===== config.mk =====
export PLATFORM = sky130hd
export DESIGN_NAME = dblock_rule_writer
export DESIGN_NICKNAME = d
export VERILOG_FILES = /design/src/rtl/dblock_rule_writer.sv
export SDC_FILE = /design/constraint.sdc
export NUM_CORES = 1
export LEC_CHECK = 0
export CORE_UTILIZATION = 45
export CTS_CLUSTER_DIAMETER = 30
export DETAILED_ROUTE_END_ITERATION = 16
export GPL_TIMING_DRIVEN = 0
export PLACE_DENSITY = 0.75
export SETUP_SLACK_MARGIN = 0.05
export SLEW_MARGIN = 20
export SYNTH_ARGS = -nofsm -noshare
export SYNTH_HDL_FRONTEND = slang
export SYNTH_SLANG_ARGS = --single-unit

===== constraint.sdc =====
create_clock -name wclk -period 7.6 [get_ports wclk]
set_input_delay 2.28 -clock wclk [delete_from_list [all_inputs] [get_ports wclk]]
set_output_delay 2.28 -clock wclk [all_outputs]
set_load 0.03 [all_outputs]

===== src/rtl/dblock_rule_writer.sv =====
// rtl/dblock_rule_writer.sv - expands ternary rows into 32-entry truth tables and shifts them into a fractional-TCAM block
// Optional shadow row storage with per-row merge: define DBLOCK_RULE_WRITER_SHADOW_EN
module dblock_rule_writer #(
    parameter int KW_SIZE = 5,
    parameter int RD_SIZE = 32,
    parameter int GW      = 2
) (
    input  logic                  wclk,
    input  logic                  rst,
    input  logic                  req_valid,
    output logic                  req_ready,
    input  logic [GW-1:0]         req_group,
    input  logic [8*KW_SIZE-1:0]  req_value,
    input  logic [8*KW_SIZE-1:0]  req_mask,
    input  logic [7:0]            req_rvalid,
    input  logic [7:0]            req_rowsel,
    output logic [RD_SIZE/8-1:0]  we,
    output logic [7:0]            rules,
    output logic                  clr,
    output logic                  busy,
    output logic                  done,
    output logic                  done_err
);
    localparam int N_GROUPS = RD_SIZE / 8;
    localparam int RW       = 8 * KW_SIZE;
    localparam logic [KW_SIZE-1:0] KEY_FIRST = '1;

    typedef enum logic [1:0] {IDLE, SHIFT, DONE} state_t;

    state_t              state, state_n;
    logic [KW_SIZE-1:0]  cnt, cnt_n;
    logic [GW-1:0]       grp_q;
    logic                bad_q;
    logic [RW-1:0]       val_q, msk_q;
    logic [7:0]          rv_q;

    logic                accept, req_bad;
    logic [RW-1:0]       in_val, in_msk;
    logic [7:0]          in_rv;

    logic [GW-1:0]       src_grp;
    logic [RW-1:0]       src_val, src_msk;
    logic [7:0]          src_rv;
    logic [KW_SIZE-1:0]  key;
    logic                shifting;

    logic [N_GROUPS-1:0] we_n;
    logic [7:0]          rules_n;
    logic                clr_n, busy_n, done_n, done_err_n;

    // One truth-table entry per row for key k; masked bits never disqualify a match.
    function automatic logic [7:0] expand(input logic [RW-1:0] v, input logic [RW-1:0] m,
                                          input logic [7:0] rv, input logic [KW_SIZE-1:0] k);
        logic [7:0] res;
        for (int r = 0; r < 8; r++) begin
            res[r] = rv[r] & (((k ^ v[r*KW_SIZE +: KW_SIZE]) & ~m[r*KW_SIZE +: KW_SIZE]) == '0);
        end
        return res;
    endfunction

    assign req_ready = (state == IDLE) || (state == DONE);
    assign accept    = req_valid && req_ready;
    assign req_bad   = int'(req_group) >= N_GROUPS;

`ifdef DBLOCK_RULE_WRITER_SHADOW_EN
    logic [RW-1:0] sh_val [N_GROUPS];
    logic [RW-1:0] sh_msk [N_GROUPS];
    logic [7:0]    sh_rv  [N_GROUPS];
    logic [RW-1:0] sh_sel_val, sh_sel_msk;
    logic [7:0]    sh_sel_rv;

    // A bad group has no shadow copy, so unselected rows read as zero (never match).
    always_comb begin
        sh_sel_val = '0;
        sh_sel_msk = '0;
        sh_sel_rv  = '0;
        in_val     = '0;
        in_msk     = '0;
        in_rv      = '0;
        for (int g = 0; g < N_GROUPS; g++) begin
            if (int'(req_group) == g) begin
                sh_sel_val = sh_val[g];
                sh_sel_msk = sh_msk[g];
                sh_sel_rv  = sh_rv[g];
            end
        end
        for (int r = 0; r < 8; r++) begin
            in_val[r*KW_SIZE +: KW_SIZE] = req_rowsel[r] ? req_value[r*KW_SIZE +: KW_SIZE]
                                                         : sh_sel_val[r*KW_SIZE +: KW_SIZE];
            in_msk[r*KW_SIZE +: KW_SIZE] = req_rowsel[r] ? req_mask[r*KW_SIZE +: KW_SIZE]
                                                         : sh_sel_msk[r*KW_SIZE +: KW_SIZE];
            in_rv[r] = req_rowsel[r] ? req_rvalid[r] : sh_sel_rv[r];
        end
    end

    always_ff @(posedge wclk or posedge rst) begin
        if (rst) begin
            for (int g = 0; g < N_GROUPS; g++) begin
                sh_val[g] <= '0;
                sh_msk[g] <= '0;
                sh_rv[g]  <= '0;
            end
        end else if (accept && !req_bad) begin
            for (int g = 0; g < N_GROUPS; g++) begin
                if (int'(req_group) == g) begin
                    sh_val[g] <= in_val;
                    sh_msk[g] <= in_msk;
                    sh_rv[g]  <= in_rv;
                end
            end
        end
    end
`else
    logic unused_rowsel;
    assign unused_rowsel = ^req_rowsel;
    assign in_val = req_value;
    assign in_msk = req_mask;
    assign in_rv  = req_rvalid;
`endif

    // Outputs are computed one cycle ahead and registered; on acceptance the first
    // entry (key 31) comes straight from the merged request so SHIFT starts at T+1.
    always_comb begin
        state_n    = state;
        cnt_n      = cnt;
        shifting   = 1'b0;
        src_grp    = grp_q;
        src_val    = val_q;
        src_msk    = msk_q;
        src_rv     = rv_q;
        key        = cnt - 1'b1;
        we_n       = '0;
        rules_n    = '0;
        clr_n      = 1'b0;
        busy_n     = 1'b0;
        done_n     = 1'b0;
        done_err_n = 1'b0;
        case (state)
            IDLE, DONE: begin
                if (accept) begin
                    state_n  = SHIFT;
                    cnt_n    = KEY_FIRST;
                    src_grp  = req_group;
                    src_val  = in_val;
                    src_msk  = in_msk;
                    src_rv   = in_rv;
                    key      = KEY_FIRST;
                    shifting = 1'b1;
                end else begin
                    state_n = IDLE;
                end
            end
            SHIFT: begin
                if (cnt == '0) begin
                    state_n    = DONE;
                    cnt_n      = KEY_FIRST;
                    done_n     = 1'b1;
                    done_err_n = bad_q;
                end else begin
                    cnt_n    = cnt - 1'b1;
                    shifting = 1'b1;
                end
            end
            default: state_n = IDLE;
        endcase
        if (shifting) begin
            busy_n  = 1'b1;
            clr_n   = 1'b1;
            rules_n = expand(src_val, src_msk, src_rv, key);
            for (int g = 0; g < N_GROUPS; g++) begin
                we_n[g] = (int'(src_grp) == g);
            end
        end
    end

    always_ff @(posedge wclk or posedge rst) begin
        if (rst) begin
            state    <= IDLE;
            cnt      <= KEY_FIRST;
            grp_q    <= '0;
            bad_q    <= 1'b0;
            val_q    <= '0;
            msk_q    <= '0;
            rv_q     <= '0;
            we       <= '0;
            rules    <= '0;
            clr      <= 1'b0;
            busy     <= 1'b0;
            done     <= 1'b0;
            done_err <= 1'b0;
        end else begin
            state    <= state_n;
            cnt      <= cnt_n;
            we       <= we_n;
            rules    <= rules_n;
            clr      <= clr_n;
            busy     <= busy_n;
            done     <= done_n;
            done_err <= done_err_n;
            if (accept) begin
                grp_q <= req_group;
                bad_q <= req_bad;
                val_q <= in_val;
                msk_q <= in_msk;
                rv_q  <= in_rv;
            end
        end
    end
endmodule


# ---- After elaboration in Yosys (flattened, before gate mapping)
# Cells that the tools add are included.
dict set report op_classes {
  n_addsub 1
  eq_ne 7
  n_mux 24
  bitwise_logic 32
  reduce_logical 16
}
# cell n
set ops {}
lappend ops {{two-way mux 40 bit} 4}
lappend ops {{zero test 5 bit} 9}
lappend ops {{AND 5 bit} 8}
lappend ops {{inverter 5 bit} 8}
lappend ops {{bitwise XOR 5 bit} 8}
lappend ops {{two-way mux 8 bit} 3}
lappend ops {{two-way mux 5 bit} 4}
lappend ops {{case mux 5 bit (2 select lines)} 1}
lappend ops {{AND 1 bit} 8}
lappend ops {{== test 2 bit, second input constant} 3}
lappend ops {{two-way mux 1 bit} 6}
lappend ops {{two-way mux 2 bit} 3}
lappend ops {{subtractor 5 x 1 -> 5 bit, second input constant} 1}
lappend ops {{== test 2 x 1 -> 1 bit, second input constant} 2}
lappend ops {{zero test 2 bit} 2}
lappend ops {{two-way mux 4 bit} 1}
lappend ops {{inequality test 2 bit, second input constant} 2}
lappend ops {{case mux 2 bit (2 select lines)} 1}
lappend ops {{case mux 1 bit (2 select lines)} 1}
lappend ops {{AND reduction 2 bit} 1}
lappend ops {{nonzero test 2 bit} 1}
lappend ops {{OR reduction 2 bit} 1}
lappend ops {{logical AND 1 bit} 1}
lappend ops {{logical OR 1 bit} 1}
dict set report totals {
  regBits 111
  out_inout_bits 17
  wordCells 90
}

# ---- Longest topological paths before layout
# Gate-level depths: netlist of run 1.
dict set report depth {
  ltp_word 10
  ltp_mapped 9
}

# ---- Least setup slack after synthesis of run 1
# No wires, ideal clock.
dict set report synth_path {
  path_type {input-to-reg}
  from {in req_rvalid[6]}
  to {reg rules[6]}
  setup_time_ns 0.094
  arrival_time_ns 3.109
  required_time_ns 7.506
  path_slack_ns 4.397
  path_stages 4
  path_buffers 0
  cell_sequence {nand3b_1 -> or4_1 -> o21a_1 -> a211oi_1}
}
dict set report synth_via {
  elab_chain_len 4
}
# item line_no
set synth_rtl {}
lappend synth_rtl {{start: declaration} 15} ;# input logic [7:0] req_rvalid,
lappend synth_rtl {{two-way mux 8 bit} 140} ;# if (accept) begin
lappend synth_rtl {{two-way mux 8 bit} 138} ;# case (state)
lappend synth_rtl {{AND 1 bit} 56} ;# res[r] = rv[r] & (((k ^ v[r*KW_SIZE +: KW_SIZE]) & ~m[r*KW_SIZE +: KW_SIZE]) == '0);
lappend synth_rtl {{two-way mux 8 bit} 166} ;# if (shifting) begin
lappend synth_rtl {{named net rules_n[6]} 48} ;# logic [7:0] rules_n;
lappend synth_rtl {{end signal: assignment} 195} ;# rules <= rules_n;
lappend synth_rtl {{end: declaration} 18} ;# output logic [7:0] rules,
# The timed path passes the listed nets, and every way through them passes these cells.
# A chain may end at the register's enable or synchronous reset.

# ---- Worst setup path after layout of run 1
dict set report layout_path {
  from {in req_valid}
  to {reg msk_q[32]}
}
dict set report layout_via {
  elab_chain_len 2
}
# item line_no
set layout_rtl {}
lappend layout_rtl {{start: declaration} 10} ;# input logic req_valid,
lappend layout_rtl {{logical AND 1 bit} 62} ;# assign accept = req_valid && req_ready;
lappend layout_rtl {{two-way mux 40 bit} --}
lappend layout_rtl {{end signal: assignment} 204} ;# msk_q <= in_msk;
lappend layout_rtl {{end: declaration} 34} ;# logic [RW-1:0] val_q, msk_q;
# Every way passes these cells.

==> flow_summary.yaml, run 1 <==
clock_tree:
  worstSkewPairLatency_ps: 350
  cts_sinks: 111
  clk_pin_slew_ps: 70
  cts_tree: "yes"
  cts-htree-levels: 3
  cts-resized-gates: 0
  clk_path_buf_depth: 2
  cts_root_buf: "clkbuf_16"
  holdBufCountCts: 0
  numCtsBuffers: 9
  postCtsSetupBuffers: 0
global_route:
  grt_pass1_vias: 4662
  overflow: 0
  met2_usage_pct: 40.6
  grt_pass1_wl_um: 23300
  top_usage_layer: "met2"
  grt_use_met1_pct: 32.1
  grt_use_met3_pct: 3.55
  grt_max_degree: 62
  track_usage_pct: 24.2
  antenna_found_initial: 0
timing:
  period_share_pct: 53.8
  skew_ps: 11.1
  rsz0062_at_grt: "no"
  max_freq_ghz: 0.244
  fin_crit_ps: 4090
  tightestPinTransition_ps: 631
  slew_viol_final: 0
  fin_setup_tns_ps: 0
  hold_viol: 0
  finalSetupViolations: 0
  slew_headroom_pct: 57.9
synthesis:
  yosysWarningCount: 0
  syn_nets: 676
  yosysUniqueCellTypes: 41
  syn_avg_cell_area_um2: 9.30
  syn_area_um2: 5340
  ys_ff_latch: 111
  yosysSeqAreaShare_pct: 52.2
  netlist_instances: 574
die:
  dieArea_um2: 12300
  die_y_um: 111
  start_util_pct: 46.5
  die_w_um: 111
  io_pins: 118
  std_cell_rows: 39
  core_um2: 11500
worst_setup_path:
  timing.rr.end: "rules[3]"
  rrSetupSlack_ps: 4840
  crit_fanout: 10
  crit_required_ps: 7880
  startpoint: "req_valid"
  startpoint_type: "primary input"
  endpoint_kind: "flip-flop"
  worstRegToRegCells: 9
  cp.arrival_ps: 4370
  crit_type: "primary input to flip-flop"
  endpoint: "msk_q[32]"
  r2r-start: "cnt[0]"
power_and_ir_drop:
  irDropWorstVdd_mv: 0.212
  cellLeakagePower_nw: 3.40
  power.total_w: 0.00280
  power_density_nw_per_um2: 403
finish:
  layout.core_utilization_pct: 60.4
  syn_to_final_growth_pct: 29.9
  antenna_cells: 0
  final_nets: 796
  final_layout_size_suffix_gt1_share_pct: 6.29
detailed_routing:
  vias_per_cell: 5.29
  route.detailed.drc: 0
  ant_nets: 0
  firstDrtPassIters: 4
  wl_per_cell_um: 16.7
  drt-total-wl_um: 14100
  drt-initial-drc-count: 351
  vias: 4457
placed_design:
  globalplace.congestion: 0.852
  hpwlAfterDp_um: 9850
  port_buffers: 108
min_path:
  hp-class: "flip-flop to flip-flop"
job:
  cap_violations: 0
outcome:
  outcome: "finished clean"
layer usage:
metal / wire length [µm] / part of all wire, % / vias to the layer above
met1: 6050 / 43 / 2166
met5: 0 / 0 / -
met4: 350 / 2.5 / 0
li1: - / - / 2113
met2: 6870 / 49 / 148
met3: 778 / 5.5 / 30
worst max-delay path, stage by stage:
cell and delay [ps]:
clkdlybuf4s50_1 620, nor2b_1 160, buf_2 290, buf_2 310, buf_1 480, nand2_1 130
nand2_1 90
cell type report:
cell class | instances | area [µm²]
flip-flops and latches | 111 | 2780
fillers | 993 | 4540
repair buffers | 109 | 1110
clock buffers | 10 | 229
inverters | 12 | 50.0
multi-input cells | 416 | 2340
well taps | 143 | 179
plain buffers | 35 | 168
clock inverters | 6 | 73.8
worst min-delay path by stage:
stage / from / to / cells past startpoint / slack, ps
after floorplan: rv_q[0] / rv_q[0] / 2 / 440
after global placement: rv_q[6] / rv_q[6] / 2 / 460
after detailed placement: rv_q[1] / rv_q[1] / 2 / 460
after CTS: msk_q[4] / msk_q[4] / 2 / 480
after global routing: rv_q[2] / rv_q[2] / 2 / 480
final: msk_q[4] / msk_q[4] / 2 / 480
per-stage QoR:
stage	hold slack (ps)	instances	area, µm²	setup WS, ps
floorplan	440	574	5340	2400
global placement	456	825	6600	913
detailed placement	461	826	6630	3200
CTS	480	842	6930	3510
global route	482	842	6930	3380
finish	481	842	6930	3510
power breakdown:
part | switching [W] | internal (W)
combinational | 0.000636 | 0.000634
sequential | 0.000159 | 0.000882
clock | 0.000224 | 0.000261
sequential cells by signal, indices dropped and copies added, names as in the netlist:
signal	flops
cnt	5
val_q	40
we	4
done	1
rv_q	8
grp_q	2
rules	8
msk_q	40
state	2
busy	1
cells in the mapped netlist:
cell	count	area share, %
xor3_1	8	3.6
clkbuf_1	5	0.35
a21o_1	1	0.14
nor2_1	21	1.5
dfstp_2	5	2.5
mux2i_1	1	0.19
buf_6	1	0.21
a31oi_1	1	0.12
or3_1	1	0.12
a211oi_2	1	0.23
xor2_1	18	3.0
a21oi_1	5	0.47
o221ai_1	7	1.1
nand2b_1	2	0.23
ha_1	1	0.23
o22ai_1	22	2.6
o21a_1	2	0.28
o32a_1	1	0.19
o22a_1	1	0.16
and2_1	1	0.12
nor4_1	5	0.59
a2bb2oi_1	6	0.98
conb_1	1	0.070
or4_1	1	0.14
o21ai_0	10	0.94
o31ai_1	2	0.28
inv_1	12	0.84
xnor2_1	17	2.8
o211ai_1	1	0.14
nand3b_1	1	0.14
xnor3_1	8	3.4
nor3b_1	1	0.14
nor3_1	5	0.47
buf_2	17	1.6
dfrtp_1	106	50
nor2b_1	5	0.59
nand2_1	250	18
a211oi_1	8	1.1
buf_4	2	0.28
nor4b_2	1	0.28
buf_1	10	0.70
cell usage in the layout (no fill, tap or decap), types with 2 or more instances in the layout:
| master | n |
|---|---|
| o22ai_1 | 22 |
| o31ai_1 | 2 |
| a2bb2oi_1 | 6 |
| xor2_1 | 18 |
| o21a_1 | 2 |
| nand2_1 | 250 |
| a21oi_1 | 5 |
| a211oi_1 | 8 |
| nor4_1 | 5 |
| clkdlybuf4s50_1 | 108 |
| nor3_1 | 5 |
| xnor3_1 | 8 |
| buf_1 | 10 |
| inv_1 | 11 |
| clkbuf_16 | 9 |
| clkbuf_1 | 6 |
| o21ai_0 | 10 |
| dfrtp_1 | 106 |
| nor2_1 | 21 |
| dfstp_2 | 5 |
| buf_4 | 2 |
| xor3_1 | 8 |
| nor2b_1 | 5 |
| xnor2_1 | 17 |
| nand2b_1 | 2 |
| inv_6 | 5 |
| o221ai_1 | 7 |
| buf_2 | 17 |
cells by family after synthesis:
kind of cell / after synthesis / synth area share [%]
muxes: 1 / 0.188
and+or+nand+nor: 294 / 21.9
adders and majority gates: 1 / 0.234
xor gates and xnor gates: 51 / 12.7
AOI/OAI and AO/OA: 68 / 8.79
DFF: 111 / 52.2
buffers and inverters: 47 / 3.99
other: 1 / 0.0703
(Power assumes the default switching activity.)
==> run 2: changes to the inputs <==
==> constraint.sdc (replaced) <==
create_clock -name wclk -period 3.95 [get_ports wclk]
set_input_delay 1.185 -clock wclk [delete_from_list [all_inputs] [get_ports wclk]]
set_output_delay 1.185 -clock wclk [all_outputs]
set_load 0.03 [all_outputs]
==> run 2 against run 1 <==
  * Sequential power rose by 92%
  * Final cell count up 0.24%
  * Critical path depth is the same
==> flow_summary.yaml, run 2 (synthesis results as in run 1) <==
outcome:
  outcome: "finished clean"
finish:
  final_nets: 798
  final_layout_size_suffix_gt1_share_pct: 6.70
  top_regs: "msk_q: 40 flops, val_q: 40 flops"
  finalNonFillerCells: 844
  final_common_cell: "nand2_1"
  fillers: 960
  final_cell_mix: "nand2_1, clkdlybuf4s50_1, dfrtp_1"
  syn_to_final_growth_pct: 31.4
  antenna_cells: 0
  layout.core_utilization_pct: 61.1
timing:
  hold_viol: 0
  fin_crit_ps: 2960
  fin_setup_tns_ps: 0
  skew_ps: 9.98
  slew_viol_final: 0
  period_share_pct: 74.9
  tightestPinTransition_ps: 625
  finalSetupViolations: 0
  rsz0062_at_grt: "no"
  max_freq_ghz: 0.338
  slew_headroom_pct: 58.3
clock_tree:
  numCtsBuffers: 9
  cts_sinks: 111
  cts-htree-levels: 3
  cts_tree: "yes"
  cts-resized-gates: 0
  clk_path_buf_depth: 2
  worstSkewPairLatency_ps: 350
  cts_root_buf: "clkbuf_16"
  postCtsSetupBuffers: 0
  clk_pin_slew_ps: 70
  holdBufCountCts: 0
worst_setup_path:
  startpoint_type: "primary input"
  cp.arrival_ps: 3240
  crit_type: "primary input to flip-flop"
  crit_required_ps: 4240
  endpoint_kind: "flip-flop"
  crit_fanout: 10
detailed_routing:
  drt-total-wl_um: 14200
  vias: 4487
  firstDrtPassIters: 5
  drt-initial-drc-count: 380
  route.detailed.drc: 0
  wl_per_cell_um: 16.8
  vias_per_cell: 5.32
  ant_nets: 0
global_route:
  grt_pass1_wl_um: 23300
  grt_pass1_vias: 4664
  track_usage_pct: 24.1
  overflow: 0
  antenna_found_initial: 0
  grt_max_degree: 37
die:
  die_w_um: 111
  core_um2: 11500
  io_pins: 118
  start_util_pct: 46.5
  die_y_um: 111
  dieArea_um2: 12300
  std_cell_rows: 39
power_and_ir_drop:
  cellLeakagePower_nw: 3.43
  irDropWorstVdd_mv: 0.405
  power_density_nw_per_um2: 784
job:
  cap_violations: 0
placed_design:
  globalplace.congestion: 0.847
  dp.cells: 828
  port_buffers: 108
  hpwlAfterDp_um: 10000
min_path:
  hp-class: "flip-flop to flip-flop"
-- run 2: cell type report --
type	count	area, µm²	area share [%]
repair buffers	111	1140	16.3
multi-input cells	416	2340	33.4
well taps	143	179	2.55
plain buffers	35	168	2.39
clock buffers	9	225	3.21
inverters	12	48.8	0.696
flip-flops and latches	111	2780	39.7
clock inverters	7	125	1.78
-- run 2: final timing paths --
check / start / endpoint / slack [ps] / cells after the start
setup / recovery: req_valid / msk_q[32] / 990 / 7
hold / removal: msk_q[4] / msk_q[4] / 480 / 2
setup reg to reg: cnt[0] / rules[0] / 1270 / 9
hold reg to reg: msk_q[4] / msk_q[4] / 480 / 2
max in group asynchronous: rst / cnt[1] / 2000 / 4
min in group asynchronous: rst / val_q[25] / 1170 / 2
-- run 2: through the flow --
| stage | hold WS (ps) | total power [W] | setup WS (ps) | area [µm²] |
|---|---|---|---|---|
| 6_report | 479 | 0.00549 | 991 | 7010 |
| 5_1_grt | 500 | 0.00584 | 897 | 7010 |
| 4_1_cts | 479 | 0.00551 | 1010 | 7010 |
| 3_5_place_dp | 461 | 0.00444 | 642 | 6660 |
| 3_3_place_gp | 456 | 0.00433 | 412 | 6600 |
| 2_1_floorplan | 440 | 0.00376 | 1430 | 5340 |
-- run 2: layer usage --
metal  up-vias  routed length [µm]  track usage [%]
li1       2117                   -                -
met1      2167                6070             31.3
met2       171                6910             40.0
met3        32                 881             4.65
met4         0                 329             9.07
met5         -                   0                0
-- run 2: report_power, final --
| group | switching (W) | internal [W] | total, W |
|---|---|---|---|
| clock | 0.000427 | 0.000628 | 0.00106 |
| combinational | 0.00121 | 0.00122 | 0.00244 |
| sequential | 0.000304 | 0.00170 | 0.00200 |
-- run 2: worst max-delay path: stages --
cell,delay (ps)
clkdlybuf4s50_1,600
nor2b_1,150
buf_2,290
buf_2,320
buf_1,460
nand2_1,140
nand2_1,90
==> run 3: changes to the inputs <==
--- a/config.mk
+++ b/config.mk
@@ -9,7 +9,7 @@
 export CTS_CLUSTER_DIAMETER = 30
 export DETAILED_ROUTE_END_ITERATION = 16
 export GPL_TIMING_DRIVEN = 0
-export PLACE_DENSITY = 0.75
+export PLACE_DENSITY = 0.78
 export SETUP_SLACK_MARGIN = 0.05
 export SLEW_MARGIN = 20
 export SYNTH_ARGS = -nofsm -noshare
==> constraint.sdc (replaced) <==
create_clock -name wclk -period 2.59 [get_ports wclk]
set_input_delay 0.777 -clock wclk [delete_from_list [all_inputs] [get_ports wclk]]
set_output_delay 0.777 -clock wclk [all_outputs]
set_load 0.03 [all_outputs]
==> run 3 against run 2 <==
  * Count of clock-buffer cells in the layout rose by 2
  * Clock power rose by 39%
  * Total power rose by 52%
  * Utilization did not move
  * Sequential power rose by 53%
  * Non-clock buffer count did not move
  * Sequential cell count did not move
  * Design area did not move
  * Sequential share of layout area did not move
  * Register-to-register slack got worse by 1100 ps
==> flow_summary.yaml, run 3 (synthesis results as in run 1) <==
outcome:
  outcome: "finished clean"
timing:
  fin_setup_tns_ps: 0
  rsz0062_at_grt: "yes"
  slew_headroom_pct: 61.7
  timing.hold.ws_ps: 481
  skew_ps: 9.44
  fin_crit_ps: 2470
  fin_ws_ps: 121
  tightestPinTransition_ps: 574
  max_freq_ghz: 0.405
  finalSetupViolations: 0
  hold_viol: 0
  period_share_pct: 95.3
  slew_viol_final: 0
detailed_routing:
  vias_per_cell: 5.40
  drt-initial-drc-count: 388
  route.detailed.drc: 0
  vias: 4561
  drt-total-wl_um: 14500
  wl_per_cell_um: 17.1
  ant_nets: 0
  firstDrtPassIters: 5
worst_setup_path:
  endpoint_kind: "flip-flop"
  crit_type: "flip-flop to flip-flop"
  startpoint_type: "flip-flop"
  crit_required_ps: 2860
  crit_fanout: 10
  crit_slowest_cell: "dfstp_2"
  path_cells: "buf_6, inv_1, ha_1, buf_2, nor4b_2, clkbuf_2, a211oi_1, o221ai_1, a2bb2oi_1"
  max_stage_delay_ps: 580
  cp.arrival_ps: 2740
finish:
  fillers: 951
  final_nets: 798
  final_cell_mix: "nand2_1, clkdlybuf4s50_1, dfrtp_1"
  antenna_cells: 0
  final_layout_size_suffix_gt1_share_pct: 8.42
  syn_to_final_growth_pct: 31.4
  final_common_cell: "nand2_1"
  finalInstanceArea_um2: 7010
  top_regs: "msk_q: 40 flops, val_q: 40 flops"
die:
  die_y_um: 111
  die_w_um: 111
  core_um2: 11500
  dieArea_um2: 12300
  io_pins: 118
  start_util_pct: 46.5
  std_cell_rows: 39
clock_tree:
  clk_pin_slew_ps: 70
  clk_path_buf_depth: 2
  cts_tree: "yes"
  worstSkewPairLatency_ps: 350
  cts_sinks: 111
  holdBufCountCts: 0
  cts_root_buf: "clkbuf_16"
  numCtsBuffers: 9
  cts-htree-levels: 3
power_and_ir_drop:
  power_density_nw_per_um2: 1190
  cellLeakagePower_nw: 3.46
  power.total_w: 0.00835
  irDropWorstVdd_mv: 0.667
global_route:
  overflow: 0
  met2_usage_pct: 41.3
  grt_max_degree: 36
  track_usage_pct: 25.0
  top_usage_layer: "met2"
  grt_use_met3_pct: 5.36
  grt_use_met1_pct: 32.2
  grt_pass1_vias: 4828
  antenna_found_initial: 0
  grt_pass1_wl_um: 24000
placed_design:
  hpwlAfterDp_um: 10100
  pre_cts_ws_ps: -344
  placed_area_um2: 6660
  globalplace.congestion: 0.867
  port_buffers: 108
job:
  cap_violations: 0
min_path:
  hp-class: "flip-flop to flip-flop"
-- run 3: cell types whose count changed in the layout (fill, tap and decap cells not counted) --
cell	previous run	this run
inv_6	3	1
buf_6	1	2
buf_1	10	3
clkbuf_2	0	7
clkbuf_8	0	2
bufinv_16	3	1
a211oi_2	1	4
clkbuf_1	5	3
a211oi_1	8	5
buf_2	17	18
clkinv_4	1	3
-- run 3: stage by stage --
stage | std cells | utilization, %
finish | 844 | 61.1
floorplan | 574 | -
detailed placement | 828 | 58.1
global placement | 825 | 57.6
CTS | 844 | 61.0
global route | 844 | 61.1
-- run 3: final timing paths --
check	slack [ps]	startpoint	cells past startpoint	endpoint
worst max-delay path	120	cnt[0]	9	rules[1]
worst min-delay path	480	msk_q[11]	2	msk_q[11]
worst max register to register	120	cnt[0]	9	rules[1]
worst min register to register	480	msk_q[11]	2	msk_q[11]
max in group asynchronous	1070	rst	4	val_q[8]
min in group asynchronous	790	rst	2	rv_q[5]
-- run 3: per-layer routing --
metal / share of wire (%) / up-vias
met5: 0 / -
met4: 3.1 / 0
met3: 7.0 / 40
met2: 49 / 219
met1: 41 / 2195
li1: - / 2107
-- run 3: repair_timing --
action                     in CTS  in global routing
gates resized for setup         6                 10
setup buffers                   0                  0
setup endpoints to repair      19                 58
-- run 3: cell type report --
class | count | area, µm² | area share, %
Clock inverter | 5 | 65.1 | 0.928
Sequential cell | 111 | 2780 | 39.7
Clock buffer | 11 | 253 | 3.61
Timing Repair Buffer | 111 | 1140 | 16.3
Tap cell | 143 | 179 | 2.55
Multi-Input combinational cell | 416 | 2350 | 33.6
Inverter | 12 | 48.8 | 0.696
Buffer | 35 | 185 | 2.64
-- run 3: worst max-delay path, delay by kind of cell, from the launching register on --
kind / cells / cell delay, ps
AND/OR/NAND/NOR: 1 / 200
AO/OA/AOI/OAI: 3 / 680
buffers and inverters: 4 / 700
adder cells (fa/ha/maj): 1 / 210
flip-flops: 1 / 580
-- run 3: power by group --
group	total, W	leakage (nW)	internal, W	switching (W)
logic	0.00383	1.92	0.00191	0.00192
clock network	0.00147	0.156	0.000812	0.000653
registers	0.00305	1.38	0.00259	0.000467
==> variant (flow settings as in run 2) <==
`GW`: 2 -> 1.
--- a/src/rtl/dblock_rule_writer.sv
+++ b/src/rtl/dblock_rule_writer.sv
@@ -3,7 +3,7 @@
 module dblock_rule_writer #(
     parameter int KW_SIZE = 5,
     parameter int RD_SIZE = 32,
-    parameter int GW      = 2
+    parameter int GW      = 1
 ) (
     input  logic                  wclk,
     input  logic                  rst,
Ports: changed (resized req_group); port bits go from 118 to 117. No check against the original RTL was run, so the function may have changed too.
==> variant against run 2 <==
Critical path depth up 1. Routed wire length up 5.1%. Count of clock-buffer cells in the layout rose by 2. Total power shrank 7.1%. Register-to-register slack got worse by 0.40 ns. First-iteration DRC count decreased by 6.3%. Utilization fell by 0.74 points. Clock skew is 0.00075 ns lower. Design area fell by 1.6%. Sequential cell count decreased by 3. Synthesized area shrank 1.5%. Setup slack worse by 0.39 ns.
==> variant: results (changes against run 2) <==
| Metric | Value |
|---|---|
| Status | `completed` |
| Hold Crit Class | `flop to flop` |
| Largest net degree at the start of global routing | `35 (-5.4%)` |
| Post-DR vias/cell | `5.52 (+3.8%)` |
| Warnings, synthesis | `0 (unchanged)` |
| Buffers on Ports | `105 (-2.8%)` |
| Place WS | `0.306 ns (-0.336 ns)` |
| Final Skew | `0.00923 ns (-0.000751 ns)` |
| Netlist cell types | `44 (+7.3%)` |
| CTS Buf Count | `9 (unchanged)` |
| Worst Path Arrival | `3.63 ns (+0.39 ns)` |
| GRT Overall Usage | `26.1% (+2.0 points)` |
| Post-CTS Setup Inserts | `0 (unchanged)` |
| Mux contribution to synthesized area | `1.29% (+1.1 points)` |
| WL/cell | `17.2 um (+2.4%)` |
| Power Internal | `0.00318 W (-10%)` |
| Clock buffer depth | `2 (unchanged)` |
| Proportion of layout cells with a drive suffix above 1 | `5.81% (-0.90 points)` |
| XOR/XNOR share of the synthesized area | `7.24% (-5.4 points)` |
| Static Leakage | `3.31 nW (-3.7%)` |
| Largest regs | `msk_q x40, val_q x40` |
| Post-synthesis sequential area ratio | `51.5% (-0.63 points)` |
| Placed instance count | `850 (+2.7%)` |
| Clock transition at path regs | `0.07 ns (about the same)` |
| First-pass GRT wire length | `23.6 mm (+1.6%)` |
| Worst-margin pin slew | `1.02 ns (+0.391 ns)` |
| DR vias | `4778 (+6.5%)` |
| Syn Inst Count | `596 (+3.8%)` |
| Gates resized, CTS repair | `0 (unchanged)` |
| Root Buffer | `clkbuf_16` |
| Crit path max fanout | `10 (unchanged)` |
| Post-synth top cells | `nand2_1 (270), dfrtp_1 (103), nor2_1 (23)` |
| Iteration-0 DRC Markers | `356 (-6.3%)` |
| Skew-Pair Late Insertion Delay | `0.34 ns` |
| Ant diodes | `0 (unchanged)` |
| Synth Area in Adders | `0.238% (+0.0036 points)` |
| GPL Wtd Cong | `0.855 (+0.94%)` |
| Synth area leaders | `dfrtp_1 (49%), nand2_1 (19%), xnor3_1 (3.4%)` |
| Share of flip-flops with an asynchronous set or reset | `100% (unchanged)` |
| Synth Area in Compound Gates | `8.66% (-0.13 points)` |
| Initial antenna violation count | `0 (unchanged)` |
| Worst vdd ir | `0.000435 V (+7.4%)` |
| Total Nets Final | `819 (+2.6%)` |
| CTS H-tree lvls | `3 (unchanged)` |
| Router iterations before antenna repair | `7 (+2)` |
| Post-DP HPWL | `10.6 mm (+5.7%)` |
variant: critical path, cell delays in order:
cell and delay, ns:
clkdlybuf4s50_1 0.50, nor2b_1 0.16, buf_2 0.22, buf_2 0.29, clkbuf_1 0.51, clkbuf_1 0.53
nand2_1 0.13, nand2_1 0.09
variant: worst paths after layout:
| path | slack [ns] | to | start | cells after the start |
|---|---|---|---|---|
| setup reg to reg | 0.87 | rules[4] | cnt[0] | 8 |
| setup / recovery | 0.60 | msk_q[31] | req_valid | 8 |
| hold / removal | 0.48 | val_q[18] | val_q[18] | 2 |
| min in group asynchronous | 1.23 | rules[5] | rst | 3 |
| max in group asynchronous | 2.07 | cnt[0] | rst | 5 |
| hold reg to reg | 0.48 | val_q[18] | val_q[18] | 2 |
variant: power groups by stage:
stage | combinational (W) | clock (W) | sequential (W)
global route | 0.00246 | 0.000954 | 0.00200
finish | 0.00224 | 0.000917 | 0.00194
CTS | 0.00223 | 0.000918 | 0.00193
floorplan | 0.00151 | 0 | 0.00196
detailed placement | 0.00220 | 0 | 0.00195
global placement | 0.00212 | 0 | 0.00192
variant: logic make-up after synthesis:
family | count (synthesis)
simple gates | 345
flops | 108
compound gates | 64
buf+inv | 41
xor+xnor | 30
mux | 6
fa+ha+maj | 1
other cells | 1
variant: metrics by stage:
stage | utilization, % | instance area, um2
floorplan | - | 5270
global placement | 56.9 | 6500
detailed placement | 57.7 | 6590
CTS | 60.4 | 6900
global route | 60.4 | 6900
finish | 60.4 | 6900
variant: final cells by class:
type                            instances  area [um2]
Timing Repair Buffer                  109        1150
Sequential cell                       108        2710
Fill cell                             984        4520
Inverter                                5        22.5
Multi-Input combinational cell        449        2370
Clock buffer                           11         243
Tap cell                              143         179
Buffer                                 36         164
Clock inverter                          5        61.3
variant: layer usage:
metal	vias to the layer above	GRT usage (%)	part of all wire, %
li1	2214	-	-
met1	2284	34.7	42
met2	251	43.1	47
met3	29	3.47	8.3
met4	0	10.6	2.2
met5	-	0	0
